==> src/rtl/npu_host_pkg.sv <==
// npu_host_pkg: shared state encoding and header layout
// for the NPU host sequencer.
package npu_host_pkg;

  typedef enum logic [2:0] {
    S_IDLE,
    S_HDR,
    S_WGT,
    S_IN,
    S_WAIT,
    S_OUT,
    S_DRAIN
  } state_t;

  // header word offsets: L, then count fields, then act
  localparam int HDR_L    = 0;
  localparam int HDR_CNT0 = 1;

  function automatic int hdr_act_ofs(input int ml);
    return ml + 2;
  endfunction

  function automatic int hdr_words(input int ml);
    return ml + 3;
  endfunction

endpackage

==> src/rtl/npu_skid_buf2.sv <==
// npu_skid_buf2: 2-entry FIFO carrying the result stream.
// Ports: i_push/i_data write side, i_pop read-ready,
// o_valid/o_data head entry, o_occ occupancy (0..2).
module npu_skid_buf2 #(
  parameter int W = 33
) (
  input  logic         i_clk,
  input  logic         i_rst_n,
  input  logic         i_push,
  input  logic [W-1:0] i_data,
  input  logic         i_pop,
  output logic         o_valid,
  output logic [W-1:0] o_data,
  output logic [1:0]   o_occ
);

  logic [W-1:0] r_mem [2];
  logic         r_wp;
  logic         r_rp;
  logic [1:0]   r_occ;
  logic         w_pop;

  assign w_pop   = i_pop && (r_occ != 2'd0);
  assign o_valid = (r_occ != 2'd0);
  assign o_data  = r_mem[r_rp];
  assign o_occ   = r_occ;

  always_ff @(posedge i_clk or negedge i_rst_n) begin
    if (!i_rst_n) begin
      r_mem[0] <= '0;
      r_mem[1] <= '0;
      r_wp     <= 1'b0;
      r_rp     <= 1'b0;
      r_occ    <= 2'd0;
    end else begin
      if (i_push) begin
        r_mem[r_wp] <= i_data;
        r_wp        <= ~r_wp;
      end
      if (w_pop) begin
        r_rp <= ~r_rp;
      end
      if (i_push && !w_pop) begin
        r_occ <= r_occ + 2'd1;
      end else if (!i_push && w_pop) begin
        r_occ <= r_occ - 2'd1;
      end
    end
  end

endmodule

==> src/rtl/npu_host_seq.sv <==
// npu_host_seq: host-side sequencer for the NPU word-serial
// load / compute / readout protocol.
// Ports: start/reuse_cfg/num_batches command; s_* host words
// in; m_* results out (m_last ends a vector); npu_we/wdata
// writes, npu_oe/rdata reads, npu_ready result flag; busy,
// done, cfg_valid, err_timeout status. rst is async active-low.
module npu_host_seq
  import npu_host_pkg::*;
#(
  parameter int DW         = 32,
  parameter int MAX_LAYERS = 3,
  parameter int NW         = 6,
  parameter int BW         = 8,
  parameter int TO_W       = 16
) (
  input  logic          clk,
  input  logic          rst,
  input  logic          start,
  input  logic          reuse_cfg,
  input  logic [BW-1:0] num_batches,
  input  logic          s_valid,
  output logic          s_ready,
  input  logic [DW-1:0] s_data,
  output logic          m_valid,
  input  logic          m_ready,
  output logic [DW-1:0] m_data,
  output logic          m_last,
  output logic          npu_we,
  output logic [DW-1:0] npu_wdata,
  output logic          npu_oe,
  input  logic [DW-1:0] npu_rdata,
  input  logic          npu_ready,
  output logic          busy,
  output logic          done,
  output logic          cfg_valid,
  output logic          err_timeout
);

  localparam int NF    = MAX_LAYERS + 1;
  localparam int LW    = $clog2(MAX_LAYERS + 1);
  localparam int HN    = hdr_words(MAX_LAYERS);
  localparam int HCW   = $clog2(HN);
  localparam int HLAST = hdr_act_ofs(MAX_LAYERS);

  state_t r_state;
  state_t w_state_nx;

  logic [HCW-1:0]  r_hcnt;
  logic [LW-1:0]   r_l;
  logic [LW-1:0]   r_lyr;
  logic [NW-1:0]   r_cnt [NF];
  logic [NW-1:0]   r_nrn;
  logic [NW:0]     r_wrd;
  logic [NW-1:0]   r_icnt;
  logic [NW-1:0]   r_iss;
  logic            r_iss_done;
  logic [BW-1:0]   r_bat;
  logic [TO_W-1:0] r_to;
  logic            r_cfg;
  logic            r_err;
  logic            r_inf;
  logic            r_inf_last;

  logic            w_hs;
  logic            w_start_ok;
  logic            w_hdr_last;
  logic [LW-1:0]   w_l_sat;
  logic [LW-1:0]   w_lyr_nx;
  logic [NW-1:0]   w_src;
  logic [NW-1:0]   w_dst;
  logic            w_bias;
  logic            w_wgt_last;
  logic            w_in_last;
  logic            w_to_exp;
  logic            w_cap_last;
  logic [1:0]      w_occ;
  logic [2:0]      w_pend;
  logic            w_oe;

  assign w_hs       = s_valid && s_ready;
  assign npu_we     = w_hs;
  assign npu_wdata  = w_hs ? s_data : '0;

  assign w_start_ok = (r_state == S_IDLE) && start &&
                      (!reuse_cfg || r_cfg);
  assign w_hdr_last = (r_hcnt == HCW'(HLAST));
  assign w_l_sat    = (s_data >= DW'(MAX_LAYERS)) ?
                      LW'(MAX_LAYERS - 1) : s_data[LW-1:0];

  // source width is the current layer's count; destination is
  // the next field, except the last active layer feeds "out"
  assign w_lyr_nx   = r_lyr + LW'(1);
  assign w_src      = r_cnt[r_lyr];
  assign w_dst      = (r_lyr == r_l) ? r_cnt[NF-1] :
                      r_cnt[w_lyr_nx];
  assign w_bias     = (r_wrd == ({1'b0, w_src} +
                      {{NW{1'b0}}, 1'b1}));
  assign w_wgt_last = w_bias && (r_nrn == w_dst) &&
                      (r_lyr == r_l);

  assign w_in_last  = (r_icnt == r_cnt[0]);
  assign w_to_exp   = &r_to;
  assign w_cap_last = r_inf && r_inf_last;

  // buffered plus in-flight words must fit the 2-entry buffer
  assign w_pend     = {1'b0, w_occ} + {2'b00, r_inf};
  assign w_oe       = (r_state == S_OUT) && !r_iss_done &&
                      (w_pend < 3'd2);

  assign cfg_valid   = r_cfg;
  assign err_timeout = r_err;

  always_ff @(posedge clk or negedge rst) begin
    if (!rst) begin
      r_state <= S_IDLE;
    end else begin
      r_state <= w_state_nx;
    end
  end

  always_comb begin
    w_state_nx = r_state;
    s_ready    = 1'b0;
    npu_oe     = 1'b0;
    busy       = (r_state != S_IDLE);
    done       = 1'b0;
    unique case (r_state)
      S_IDLE: begin
        if (start && !reuse_cfg) begin
          w_state_nx = S_HDR;
        end else if (start && r_cfg) begin
          w_state_nx = S_IN;
        end
      end
      S_HDR: begin
        s_ready = 1'b1;
        if (w_hs && w_hdr_last) w_state_nx = S_WGT;
      end
      S_WGT: begin
        s_ready = 1'b1;
        if (w_hs && w_wgt_last) w_state_nx = S_IN;
      end
      S_IN: begin
        s_ready = 1'b1;
        if (w_hs && w_in_last) w_state_nx = S_WAIT;
      end
      S_WAIT: begin
        if (npu_ready) begin
          w_state_nx = S_OUT;
        end else if (w_to_exp) begin
          w_state_nx = S_IDLE;
        end
      end
      S_OUT: begin
        npu_oe = w_oe;
        if (w_cap_last) begin
          w_state_nx = (r_bat != '0) ? S_IN : S_DRAIN;
        end
      end
      S_DRAIN: begin
        if (w_occ == 2'd0) begin
          done       = 1'b1;
          w_state_nx = S_IDLE;
        end
      end
      default: w_state_nx = S_IDLE;
    endcase
  end

  always_ff @(posedge clk or negedge rst) begin
    if (!rst) begin
      r_hcnt     <= '0;
      r_l        <= '0;
      r_lyr      <= '0;
      for (int i = 0; i < NF; i++) r_cnt[i] <= '0;
      r_nrn      <= '0;
      r_wrd      <= '0;
      r_icnt     <= '0;
      r_iss      <= '0;
      r_iss_done <= 1'b0;
      r_bat      <= '0;
      r_to       <= '0;
      r_cfg      <= 1'b0;
      r_err      <= 1'b0;
      r_inf      <= 1'b0;
      r_inf_last <= 1'b0;
    end else begin
      if (w_start_ok) begin
        r_bat  <= num_batches;
        r_err  <= 1'b0;
        r_hcnt <= '0;
      end

      if ((r_state == S_HDR) && w_hs) begin
        r_hcnt <= r_hcnt + HCW'(1);
        if (r_hcnt == HCW'(HDR_L)) r_l <= w_l_sat;
        for (int i = 0; i < NF; i++) begin
          if (r_hcnt == HCW'(HDR_CNT0 + i)) begin
            r_cnt[i] <= s_data[NW-1:0];
          end
        end
        if (w_hdr_last) begin
          r_lyr <= '0;
          r_nrn <= '0;
          r_wrd <= '0;
        end
      end

      if ((r_state == S_WGT) && w_hs) begin
        if (!w_bias) begin
          r_wrd <= r_wrd + (NW+1)'(1);
        end else begin
          r_wrd <= '0;
          if (r_nrn != w_dst) begin
            r_nrn <= r_nrn + NW'(1);
          end else begin
            r_nrn <= '0;
            if (r_lyr != r_l) begin
              r_lyr <= w_lyr_nx;
            end else begin
              r_cfg <= 1'b1;
            end
          end
        end
      end

      if ((r_state == S_IN) && w_hs) begin
        r_icnt <= w_in_last ? '0 : r_icnt + NW'(1);
        if (w_in_last) r_to <= '0;
      end

      if (r_state == S_WAIT) begin
        r_to <= r_to + TO_W'(1);
        if (npu_ready) begin
          r_iss      <= '0;
          r_iss_done <= 1'b0;
        end else if (w_to_exp) begin
          r_err <= 1'b1;
        end
      end

      // a read issued now is captured next cycle
      r_inf      <= w_oe;
      r_inf_last <= w_oe && (r_iss == r_cnt[NF-1]);
      if (w_oe) begin
        if (r_iss == r_cnt[NF-1]) begin
          r_iss_done <= 1'b1;
        end else begin
          r_iss <= r_iss + NW'(1);
        end
      end

      if ((r_state == S_OUT) && w_cap_last &&
          (r_bat != '0)) begin
        r_bat <= r_bat - BW'(1);
      end
    end
  end

  npu_skid_buf2 #(
    .W (DW + 1)
  ) u_buf (
    .i_clk   (clk),
    .i_rst_n (rst),
    .i_push  (r_inf),
    .i_data  ({r_inf_last, npu_rdata}),
    .i_pop   (m_ready),
    .o_valid (m_valid),
    .o_data  ({m_last, m_data}),
    .o_occ   (w_occ)
  );

endmodule

==> config.mk <==
export PLATFORM = sky130hd
export DESIGN_NAME = npu_host_seq
export DESIGN_NICKNAME = d
export VERILOG_FILES = /design/src/rtl/npu_host_pkg.sv /design/src/rtl/npu_skid_buf2.sv /design/src/rtl/npu_host_seq.sv
export SDC_FILE = /design/constraint.sdc
export NUM_CORES = 1
export LEC_CHECK = 0
export ABC_AREA = 1
export ABC_CLOCK_PERIOD_IN_PS = 2800
export BUFFER_PORTS_ARGS = -buffer_cell sky130_fd_sc_hd__buf_4
export CORE_ASPECT_RATIO = 1.4
export CORE_MARGIN = 2
export CORE_UTILIZATION = 57
export DETAILED_ROUTE_END_ITERATION = 6
export GPL_TIMING_DRIVEN = 1
export PLACE_DENSITY_LB_ADDON = 0.25
export SLEW_MARGIN = 20
export SYNTH_ARGS = -nofsm -noshare
export SYNTH_HDL_FRONTEND = slang
export SYNTH_SLANG_ARGS = --single-unit
==> constraint.sdc <==
create_clock -name clk -period 2.8 [get_ports clk]
set_input_delay 0.84 -clock clk [delete_from_list [all_inputs] [get_ports clk]]
set_output_delay 0.84 -clock clk [all_outputs]
set_load 0.1 [all_outputs]
==> results of run 1 <==
[registers in the layout, indices dropped and copies added (netlist names), 2 cells and up]
name         count
r_nrn            6
u_buf.o_occ      2
r_cnt           24
r_to            16
r_wrd            7
r_state          3
r_lyr            2
r_iss            6
r_icnt           6
r_bat            8
r_l              2
r_hcnt           3
u_buf.r_mem     66
[layout by cell type, fill, tap and decap left out, types with 14 or more instances in the layout]
cell type,instances
a21oi_1,16
buf_4,160
clkbuf_16,18
dfrtp_1,158
inv_1,166
nand2_1,372
nand3_1,73
nand4_1,15
nor2_1,66
nor2_2,14
nor2_4,33
nor3_1,14
o21ai_0,123
xor2_1,14
[timing repair]
item / 4_1_cts / 5_1_grt
setup buffers: 0 / 0
endpoints found under the setup margin: 3 / 26
gates resized for setup: 2 / 7
cloned: 0 / 1
[cell families after synthesis]
logic type / Yosys count / synth area share, %
xor gates and xnor gates: 18 / 1.82
AOI/OAI and AO/OA: 177 / 11.2
buffers and inverters: 204 / 9.13
DFF: 158 / 45.6
and+or+nand+nor: 618 / 30.3
adders and majority gates: 13 / 1.88
[power by group through the flow]
stage                     Sequential [W]  Combinational (W)  Clock, W
final                            0.00386            0.00806   0.00262
after global routing             0.00397            0.00868   0.00274
after detailed placement         0.00386            0.00797         0
after floorplan                  0.00367            0.00643         0
after global placement           0.00384            0.00784         0
after CTS                        0.00384            0.00803   0.00264
[through the flow]
| step | std cells | setup WS [ns] | utilization (%) |
|---|---|---|---|
| 6_report | 1547 | 0.0936 | 74.0 |
| 5_1_grt | 1547 | 0.000320 | 74.0 |
| 4_1_cts | 1546 | 0.0471 | 73.6 |
| 3_5_place_dp | 1514 | 0.189 | 69.0 |
| 3_3_place_gp | 1514 | 0.200 | 69.0 |
| 2_1_floorplan | 1188 | -0.0253 | - |
[path summary, 6_finish.rpt]
kind	startpoint	endpoint	slack (ns)	depth (start not counted)
worst min-delay path	rst	u_buf.r_mem[4]$_DFFE_PN0P_	0.36	1
worst min register to register	u_buf.r_mem[50]$_DFFE_PN0P_	u_buf.r_mem[50]$_DFFE_PN0P_	0.49	2
worst max register to register	r_lyr[0]$_DFF_PN0_	r_lyr[1]$_DFF_PN0_	0.22	16
max in group asynchronous	rst	u_buf.r_mem[55]$_DFFE_PN0P_	1.64	2
worst max-delay path	r_state[2]$_DFFE_PN0P_	npu_oe	0.09	5
min in group clk	u_buf.r_mem[50]$_DFFE_PN0P_	u_buf.r_mem[50]$_DFFE_PN0P_	0.49	2
[metal layers]
layer	track usage, %	up-vias
met4	15.7	0
li1	-	4078
met1	30.9	3809
met2	49.7	298
met5	0	-
met3	5.40	75
[Yosys cell counts, drive strengths merged]
master / instances
nand2: 383
inv: 169
dfrtp: 158
o21ai: 132
nor2: 113
nand3: 76
clkbuf: 28
a21oi: 16
nand4: 16
nor3: 14
xor2: 14
ha: 13
o22ai: 9
buf: 6
nor4: 6
or2: 6
xnor2: 4
nor3b: 3
o31ai: 3
a22o: 2
a22oi: 2
a31oi: 2
a32o: 2
o211ai: 2
o21a: 2
o311ai: 2
a31o: 1
clkinv: 1
nand3b: 1
o2111ai: 1
o221ai: 1
[cell type report]
type	instances	area [um2]
well taps	192	240
multi-input cells	826	4180
clock buffers	17	425
fillers	1108	3880
inverters	170	641
repair buffers	169	1340
flip-flops and latches	158	3950
clock inverters	15	251
==> impl_metrics.csv, run 1 <==
group,metric,value,unit
run_status,outcome,"finished clean",
yosys,yosysTopAreaCell,"dfrtp_1",
floorplanning,core,0.0149,mm2
timing,tightest_slew,0.616,ns
power,power.density,1320,mW/mm2
yosys,synth_area,0.00866,mm2
drt,dr_wl_met3,1.09,mm
timing,slew_headroom,58.9,%
drt,met2WireLength,11.2,mm
worst_setup_path,cp-end-kind,"output port",
timing,tns,0,ns
global_routing,grt-ovfl-total,0,
worst_setup_path,crit_fanout,8,
worst_setup_path,startpoint_type,"flip-flop",
timing,rsz0062_at_grt,"false",
placement,io_buffers,151,
clock_tree,max-clock-path-buffers,2,
power,clock_power_share,18.0,%
timing,skew,0.0118,ns
clock_tree,cts_tree,"done",
placement,routabilityCongestion,0.968,
drt,via_per_inst,5.34,
clock_tree,ctsHoldBuffers,0,
timing,fin_crit_sh,96.7,%
power,p_seq_share,26.6,%
timing,hold_viol,0,
yosys,avgSynthCellArea,7.29,um2
global_routing,grt_pass1_wl,36.0,mm
drt,wl_met1,8.29,mm
yosys,ys_ff_latch,158,
finish,fin_nets,1434,
timing,drv_slew,0,
worst_setup_path,crit_chain,"inv_1 -> nor2_1 -> nand4_1 -> inv_1 -> buf_6",
power,irDropWorstVdd,1350,uV
drt,ant_nets,0,
global_routing,grt.total_usage,27.9,%
drt,routed_wl,21.7,mm
yosys,postSynthCellCount,1188,
power,switching_share,53.3,%
placement,dpl_cell_area,0.0103,mm2
drt,dr.max_layer_used,"met4",
timing,period_minus_slack,2.71,ns
worst_setup_path,cp_top_family,"flip-flops",
yosys,synthDominantCellAreaShare,45.6,%
yosys,synth_nets,1280,
power,p_leak,5.74,nW
placement,hpwl,15.9,mm
worst_setup_path,crit_buf_inv,3,
floorplanning,die_y,150,um
finish,antenna_cells,0,
drt,wire_per_inst,14.0,um
drt,via_count,8260,
yosys,synthDistinctLibCells,43,
yosys,ys_top_cells_by_area,"dfrtp_1 46%, nand2_1 16%, inv_1 7.2%",
run,maxCapViolations,0,
floorplanning,row_count,53,
power,p_sw,0.00776,W
yosys,synth_warnings,0,
timing,fmax,369,MHz
clock_tree,clkTransAtPathRegs,0.07,ns
worst_setup_path,critPathKind,"flip-flop to output port",
floorplanning,die_x,108,um
finish,final_layout_size_suffix_gt1_share,20.4,%
drt,first_pass_iters,5,
floorplanning,initial_core_util,58.1,%
timing,whs,0.363,ns
worst_setup_path,crit_top_cell,"inv_1",
worst_setup_path,cp.arrival,1.87,ns
clock_tree,cts-root-buf,"clkbuf_16",
clock_tree,clk_latency,0.42,ns
finish,stdcell_area,0.0110,mm2
worst_setup_path,slowest_stage,"dfrtp_1",
power,internal_power,0.00678,W
worst_setup_path,slowest_delay,0.53,ns
drt,drtIter0Drc,538,
power,p_total,0.0145,W
global_routing,first_global_vias,8065,
clock_tree,cts-htree-levels,4,
floorplanning,io_pins,152,
global_routing,antenna_found_initial,0,
timing,finalSetupViolations,0,
worst_hold_path,hp-class,"input pin to asynchronous set/reset pin",
yosys,synth_seq_area_share,45.6,%
finish,area_growth,27.4,%
floorplanning,dieArea,0.0162,mm2
power,pwr-share-comb,55.4,%
worst_setup_path,critPathRequiredTime,1.96,ns
global_routing,grt_max_degree,68,
drt,drc,0,
clock_tree,clock-sinks,158,
clock_tree,cts-buffers-inserted,17,
Power figures use the tool's default switching activity.
==> run 2: changes to the inputs <==
--- a/config.mk
+++ b/config.mk
@@ -10,7 +10,8 @@
 export BUFFER_PORTS_ARGS = -buffer_cell sky130_fd_sc_hd__buf_4
 export CORE_ASPECT_RATIO = 1.4
 export CORE_MARGIN = 2
-export CORE_UTILIZATION = 57
+export CORE_UTILIZATION = 58
+export CTS_BUF_LIST = sky130_fd_sc_hd__clkbuf_2 sky130_fd_sc_hd__clkbuf_4 sky130_fd_sc_hd__clkbuf_8
 export DETAILED_ROUTE_END_ITERATION = 6
 export GPL_TIMING_DRIVEN = 1
 export PLACE_DENSITY_LB_ADDON = 0.25
==> impl_metrics.csv, run 2 (synthesis results as in run 1) <==
group,metric,value,unit
finish,area_growth,24.9,%
run,maxCapViolations,0,
floorplanning,die_x,107,um
worst_setup_path,crit_chain,"nor2_4 -> nand2_8 -> buf_12 -> nor2_4 -> buf_6",
clock_tree,clock-sinks,158,
power,pwr-share-comb,59.3,%
clock_tree,clk_latency,0.46,ns
worst_setup_path,crit_fanout,16,
power,p_seq_share,28.3,%
clock_tree,cts-htree-levels,4,
power,clock_power_share,12.4,%
power,internal_power,0.00589,W
timing,tns,0,ns
timing,rsz0062_at_grt,"false",
drt,drtIter0Drc,709,
power,p_leak,5.63,nW
global_routing,first_global_vias,8023,
placement,dpl_worst_slack,0.191,ns
worst_setup_path,critPathLaunch,"r_state[2]$_DFFE_PN0P_",
clock_tree,max-clock-path-buffers,2,
drt,first_pass_iters,5,
placement,io_buffers,151,
finish,final_common_cell,"nand2_1",
worst_setup_path,reg2regPathDepth,16,
drt,via_per_inst,5.31,
drt,routed_wl,22.0,mm
clock_tree,clkTransAtPathRegs,0.10,ns
global_routing,grt.total_usage,28.6,%
placement,routabilityCongestion,0.956,
timing,fmax,368,MHz
finish,largest_reg_flops,66,
worst_setup_path,reg2reg_from,"r_lyr[0]$_DFF_PN0_",
drt,wire_per_inst,14.2,um
timing,drv_slew,0,
timing,fin_crit_sh,96.9,%
worst_setup_path,crit_top_cell,"nor2_4",
worst_setup_path,cp-end-kind,"output port",
power,switching_share,56.9,%
finish,mostFrequentLayoutCells,"372 x nand2_1, 166 x inv_1, 158 x dfrtp_1",
drt,via_count,8206,
global_routing,grt-ovfl-total,0,
timing,finalSetupViolations,0,
timing,slew_headroom,63.0,%
finish,antenna_cells,0,
finish,seq_area,0.00395,mm2
global_routing,grt_pass1_wl,36.6,mm
power,power.density,1260,mW/mm2
global_routing,grt_max_degree,71,
floorplanning,io_pins,152,
finish,top_register,"u_buf.r_mem",
worst_setup_path,crit_buf_inv,2,
placement,hpwl,16.1,mm
power,irDropWorstVdd,1100,uV
finish,multi_input_comb_area,0.00419,mm2
timing,tightest_slew,0.553,ns
worst_setup_path,critPathRequiredTime,1.96,ns
floorplanning,initial_core_util,59.7,%
timing,fin_ws,0.0861,ns
worst_setup_path,slowest_stage,"dfrtp_1",
timing,period_minus_slack,2.71,ns
clock_tree,cts-root-buf,"clkbuf_8",
floorplanning,row_count,52,
global_routing,antenna_found_initial,0,
worst_setup_path,cp.depth,5,
worst_setup_path,slowest_delay,0.50,ns
timing,skew,0.0164,ns
finish,largestRegisters,"u_buf.r_mem x66, r_cnt x24, r_to x16",
floorplanning,core,0.0145,mm2
worst_setup_path,cp_top_family,"flip-flops",
run_status,outcome,"finished clean",
worst_hold_path,hp-class,"input pin to asynchronous set/reset pin",
floorplanning,dieArea,0.0159,mm2
power,p_sw,0.00777,W
floorplanning,die_y,149,um
clock_tree,cts_tree,"done",
finish,final_layout_size_suffix_gt1_share,20.6,%
drt,drc,0,
clock_tree,cts-buffers-inserted,17,
finish,fin_nets,1435,
worst_setup_path,cp.arrival,1.87,ns
timing,hold_viol,0,
clock_tree,ctsHoldBuffers,0,
drt,ant_nets,0,
worst_setup_path,startpoint_type,"flip-flop",
worst_setup_path,critPathKind,"flip-flop to output port",
finish,fill_cells,1147,
==> run 2: through the flow <==
step | area (um2) | hold WS [ns] | power (W) | util (%) | instances
after floorplan | 8930 | 0.446 | 0.0101 | - | 1188
after global placement | 10300 | 0.465 | 0.0117 | 71.2 | 1512
after detailed placement | 10300 | 0.473 | 0.0119 | 71.2 | 1512
after CTS | 10700 | 0.252 | 0.0136 | 74.0 | 1544
after global routing | 10800 | 0.250 | 0.0145 | 74.6 | 1545
final | 10800 | 0.255 | 0.0137 | 74.6 | 1545
==> run 2: cell type report <==
class | count | share of cell area [%]
well taps | 189 | 2.19
inverters | 170 | 5.92
flip-flops and latches | 158 | 36.6
clock buffers | 18 | 2.29
repair buffers | 170 | 13.0
multi-input cells | 826 | 38.7
clock inverters | 14 | 1.33
==> run 2: worst paths after layout <==
| path | endpoint | slack, ns |
|---|---|---|
| setup / recovery | npu_wdata[11] | 0.09 |
| hold / removal | u_buf.r_mem[37]$_DFFE_PN0P_ | 0.25 |
| setup reg to reg | r_lyr[1]$_DFF_PN0_ | 0.29 |
| hold reg to reg | u_buf.r_mem[48]$_DFFE_PN0P_ | 0.49 |
| max in group asynchronous | u_buf.r_mem[17]$_DFFE_PN0P_ | 1.87 |
| min in group clk | u_buf.r_mem[48]$_DFFE_PN0P_ | 0.49 |
==> run 2: routing by layer <==
| layer | global-route usage [%] | vias to the layer above | part of all wire (%) |
|---|---|---|---|
| li1 | - | 4066 | - |
| met1 | 32.9 | 3811 | 38 |
| met2 | 51.7 | 272 | 53 |
| met3 | 4.65 | 57 | 5.0 |
| met4 | 12.7 | 0 | 3.8 |
| met5 | 0 | - | 0 |
==> run 2: repair_timing <==
item / 4_1_cts / 5_1_grt
pin swaps: 0 / 0
gates resized for setup: 2 / 21
endpoints found under the setup margin: 17 / 30
setup buffers: 0 / 1
==> run 2: power by group through the flow <==
stage               registers (W)  clock network, W  logic (W)
finish                    0.00386           0.00169    0.00811
detailed placement        0.00387                 0    0.00801
global route              0.00397           0.00183    0.00873
CTS                       0.00384           0.00172    0.00807
floorplan                 0.00367                 0    0.00643
global placement          0.00384                 0    0.00789
==> run 3: changes to the inputs <==
--- a/config.mk
+++ b/config.mk
@@ -8,7 +8,6 @@
 export ABC_AREA = 1
 export ABC_CLOCK_PERIOD_IN_PS = 2800
 export BUFFER_PORTS_ARGS = -buffer_cell sky130_fd_sc_hd__buf_4
-export CORE_ASPECT_RATIO = 1.4
 export CORE_MARGIN = 2
 export CORE_UTILIZATION = 58
 export CTS_BUF_LIST = sky130_fd_sc_hd__clkbuf_2 sky130_fd_sc_hd__clkbuf_4 sky130_fd_sc_hd__clkbuf_8
==> impl_metrics.csv, run 3 (synthesis results as in run 1) <==
group,metric,value,unit
timing,slew_headroom,59.6,%
power,internal_power,0.00614,W
worst_setup_path,crit_end,"npu_wdata[2]",
global_routing,grt.total_usage,27.9,%
finish,largest_reg_flops,66,
finish,fin_util,74.5,%
global_routing,first_global_vias,7888,
timing,tns,0,ns
floorplanning,core,0.0146,mm2
timing,skew,0.0204,ns
global_routing,antenna_found_initial,0,
timing,hold_viol,0,
placement,routabilityCongestion,0.904,
run_status,outcome,"finished clean",
worst_setup_path,crit_chain,"nor2_4 -> nand2_8 -> buf_4 -> nor2_4 -> buf_4",
worst_setup_path,rrSetupSlack,0.22,ns
floorplanning,die_x,126,um
clock_tree,clkTransAtPathRegs,0.09,ns
drt,ant_nets,0,
worst_setup_path,critPathKind,"flip-flop to output port",
timing,tightest_slew,0.604,ns
worst_setup_path,cp.arrival,1.88,ns
timing,fmax,368,MHz
worst_hold_path,hp-class,"input pin to asynchronous set/reset pin",
timing,drv_slew,0,
clock_tree,cts-buffers-inserted,17,
run,maxCapViolations,0,
timing,finalSetupViolations,0,
power,pwr-share-comb,59.4,%
clock_tree,clk_latency,0.46,ns
global_routing,grt_max_degree,63,
drt,via_per_inst,5.32,
timing,fin_crit_sh,97.1,%
clock_tree,cts-htree-levels,4,
worst_setup_path,crit_fanout,14,
clock_tree,ctsHoldBuffers,0,
power,switching_share,55.4,%
worst_setup_path,critPathRequiredTime,1.96,ns
clock_tree,cts-root-buf,"clkbuf_8",
worst_setup_path,reg2regPathDepth,15,
placement,io_buffers,151,
global_routing,grt_pass1_wl,36.6,mm
finish,area_growth,25.4,%
finish,top_register,"u_buf.r_mem",
global_routing,grt-ovfl-total,0,
floorplanning,initial_core_util,59.4,%
worst_setup_path,reg2reg_from,"r_lyr[0]$_DFF_PN0_",
floorplanning,row_count,44,
finish,final_common_cell,"nand2_1",
timing,whs,0.345,ns
power,clock_power_share,12.8,%
worst_setup_path,slowest_stage,"dfrtp_1",
worst_setup_path,critPathLaunch,"r_state[2]$_DFFE_PN0P_",
drt,routed_wl,21.4,mm
clock_tree,max-clock-path-buffers,2,
timing,period_minus_slack,2.72,ns
finish,fin_nets,1437,
drt,drtIter0Drc,653,
worst_setup_path,slowest_delay,0.50,ns
timing,fin_ws,0.0824,ns
clock_tree,clock-sinks,158,
placement,hpwl,15.9,mm
finish,final_layout_size_suffix_gt1_share,20.6,%
power,power.density,1270,mW/mm2
worst_setup_path,rr_endpoint,"r_lyr[1]$_DFF_PN0_",
finish,largestRegisters,"u_buf.r_mem x66, r_cnt x24, r_to x16",
power,p_leak,5.66,nW
power,p_seq_share,27.9,%
power,irDropWorstVdd,884,uV
floorplanning,io_pins,152,
floorplanning,die_y,126,um
drt,drc,0,
drt,via_count,8197,
finish,antenna_cells,0,
finish,mostFrequentLayoutCells,"372 x nand2_1, 166 x inv_1, 158 x dfrtp_1",
placement,dpl_worst_slack,0.179,ns
drt,wire_per_inst,13.8,um
clock_tree,cts_tree,"done",
worst_setup_path,startpoint_type,"flip-flop",
drt,first_pass_iters,5,
floorplanning,dieArea,0.0159,mm2
timing,rsz0062_at_grt,"false",
power,p_sw,0.00764,W
worst_setup_path,cp-end-kind,"output port",
-- run 3: changes by cell type in the layout (fill, tap and decap cells not counted), sizes merged --
cell,change
buf,+2
bufinv,+3
clkbuf,+1
clkinv,+2
clkinvlp,+1
inv,-7
-- run 3: routing by layer --
| metal | GRT usage (%) | wire (um) |
|---|---|---|
| met3 | 5.61 | 1320 |
| met5 | 0 | 0 |
| met4 | 9.37 | 508 |
| met1 | 36.5 | 9230 |
| met2 | 46.6 | 10300 |
-- run 3: area by class of cell --
cell class | count | area [um2]
multi-input cells | 826 | 4190
inverters | 170 | 641
clock inverters | 13 | 161
clock buffers | 19 | 249
well taps | 184 | 230
flip-flops and latches | 158 | 3950
repair buffers | 172 | 1450
fillers | 1137 | 3720
-- run 3: how the worst min path moves through the flow --
| stage | from | end | slack [ns] | cells past startpoint |
|---|---|---|---|---|
| 2_1_floorplan | r_to[14]$_DFFE_PN0P_ | r_to[14]$_DFFE_PN0P_ | 0.45 | 1 |
| 3_3_place_gp | u_buf.r_mem[32]$_DFFE_PN0P_ | u_buf.r_mem[32]$_DFFE_PN0P_ | 0.46 | 2 |
| 3_5_place_dp | r_to[14]$_DFFE_PN0P_ | r_to[14]$_DFFE_PN0P_ | 0.47 | 1 |
| 4_1_cts | rst | u_buf.r_mem[4]$_DFFE_PN0P_ | 0.35 | 1 |
| 5_1_grt | rst | u_buf.r_mem[4]$_DFFE_PN0P_ | 0.37 | 1 |
| 6_report | rst | u_buf.r_mem[39]$_DFFE_PN0P_ | 0.34 | 1 |
-- run 3: timing repair --
| action | in CTS | in global routing |
|---|---|---|
| setup endpoints to repair | 25 | 28 |
| gates cloned | 0 | 0 |
| buffers inserted | 0 | 1 |
| gates resized for setup | 1 | 28 |
| hold endpoints to repair | 0 | 0 |
-- run 3: metrics by stage --
stage | std cells | instance area, um2 | power, W
2_1_floorplan | 1188 | 8930 | 0.0101
3_3_place_gp | 1509 | 10300 | 0.0117
3_5_place_dp | 1509 | 10300 | 0.0119
4_1_cts | 1541 | 10800 | 0.0137
5_1_grt | 1542 | 10900 | 0.0147
6_report | 1542 | 10900 | 0.0138
-- run 3: power by group through the flow --
stage	sequential, W	combinational [W]	clock (W)
finish	0.00384	0.00818	0.00176
global placement	0.00383	0.00788	0
global route	0.00395	0.00884	0.00189
floorplan	0.00367	0.00643	0
detailed placement	0.00386	0.00806	0
CTS	0.00383	0.00810	0.00179
-- run 3: critical path, delay by kind of cell, from the launching register on --
family	cells	cell delay [ns]
buffers and inverters	2	0.48
DFF	1	0.50
and+or+nand+nor	3	0.42
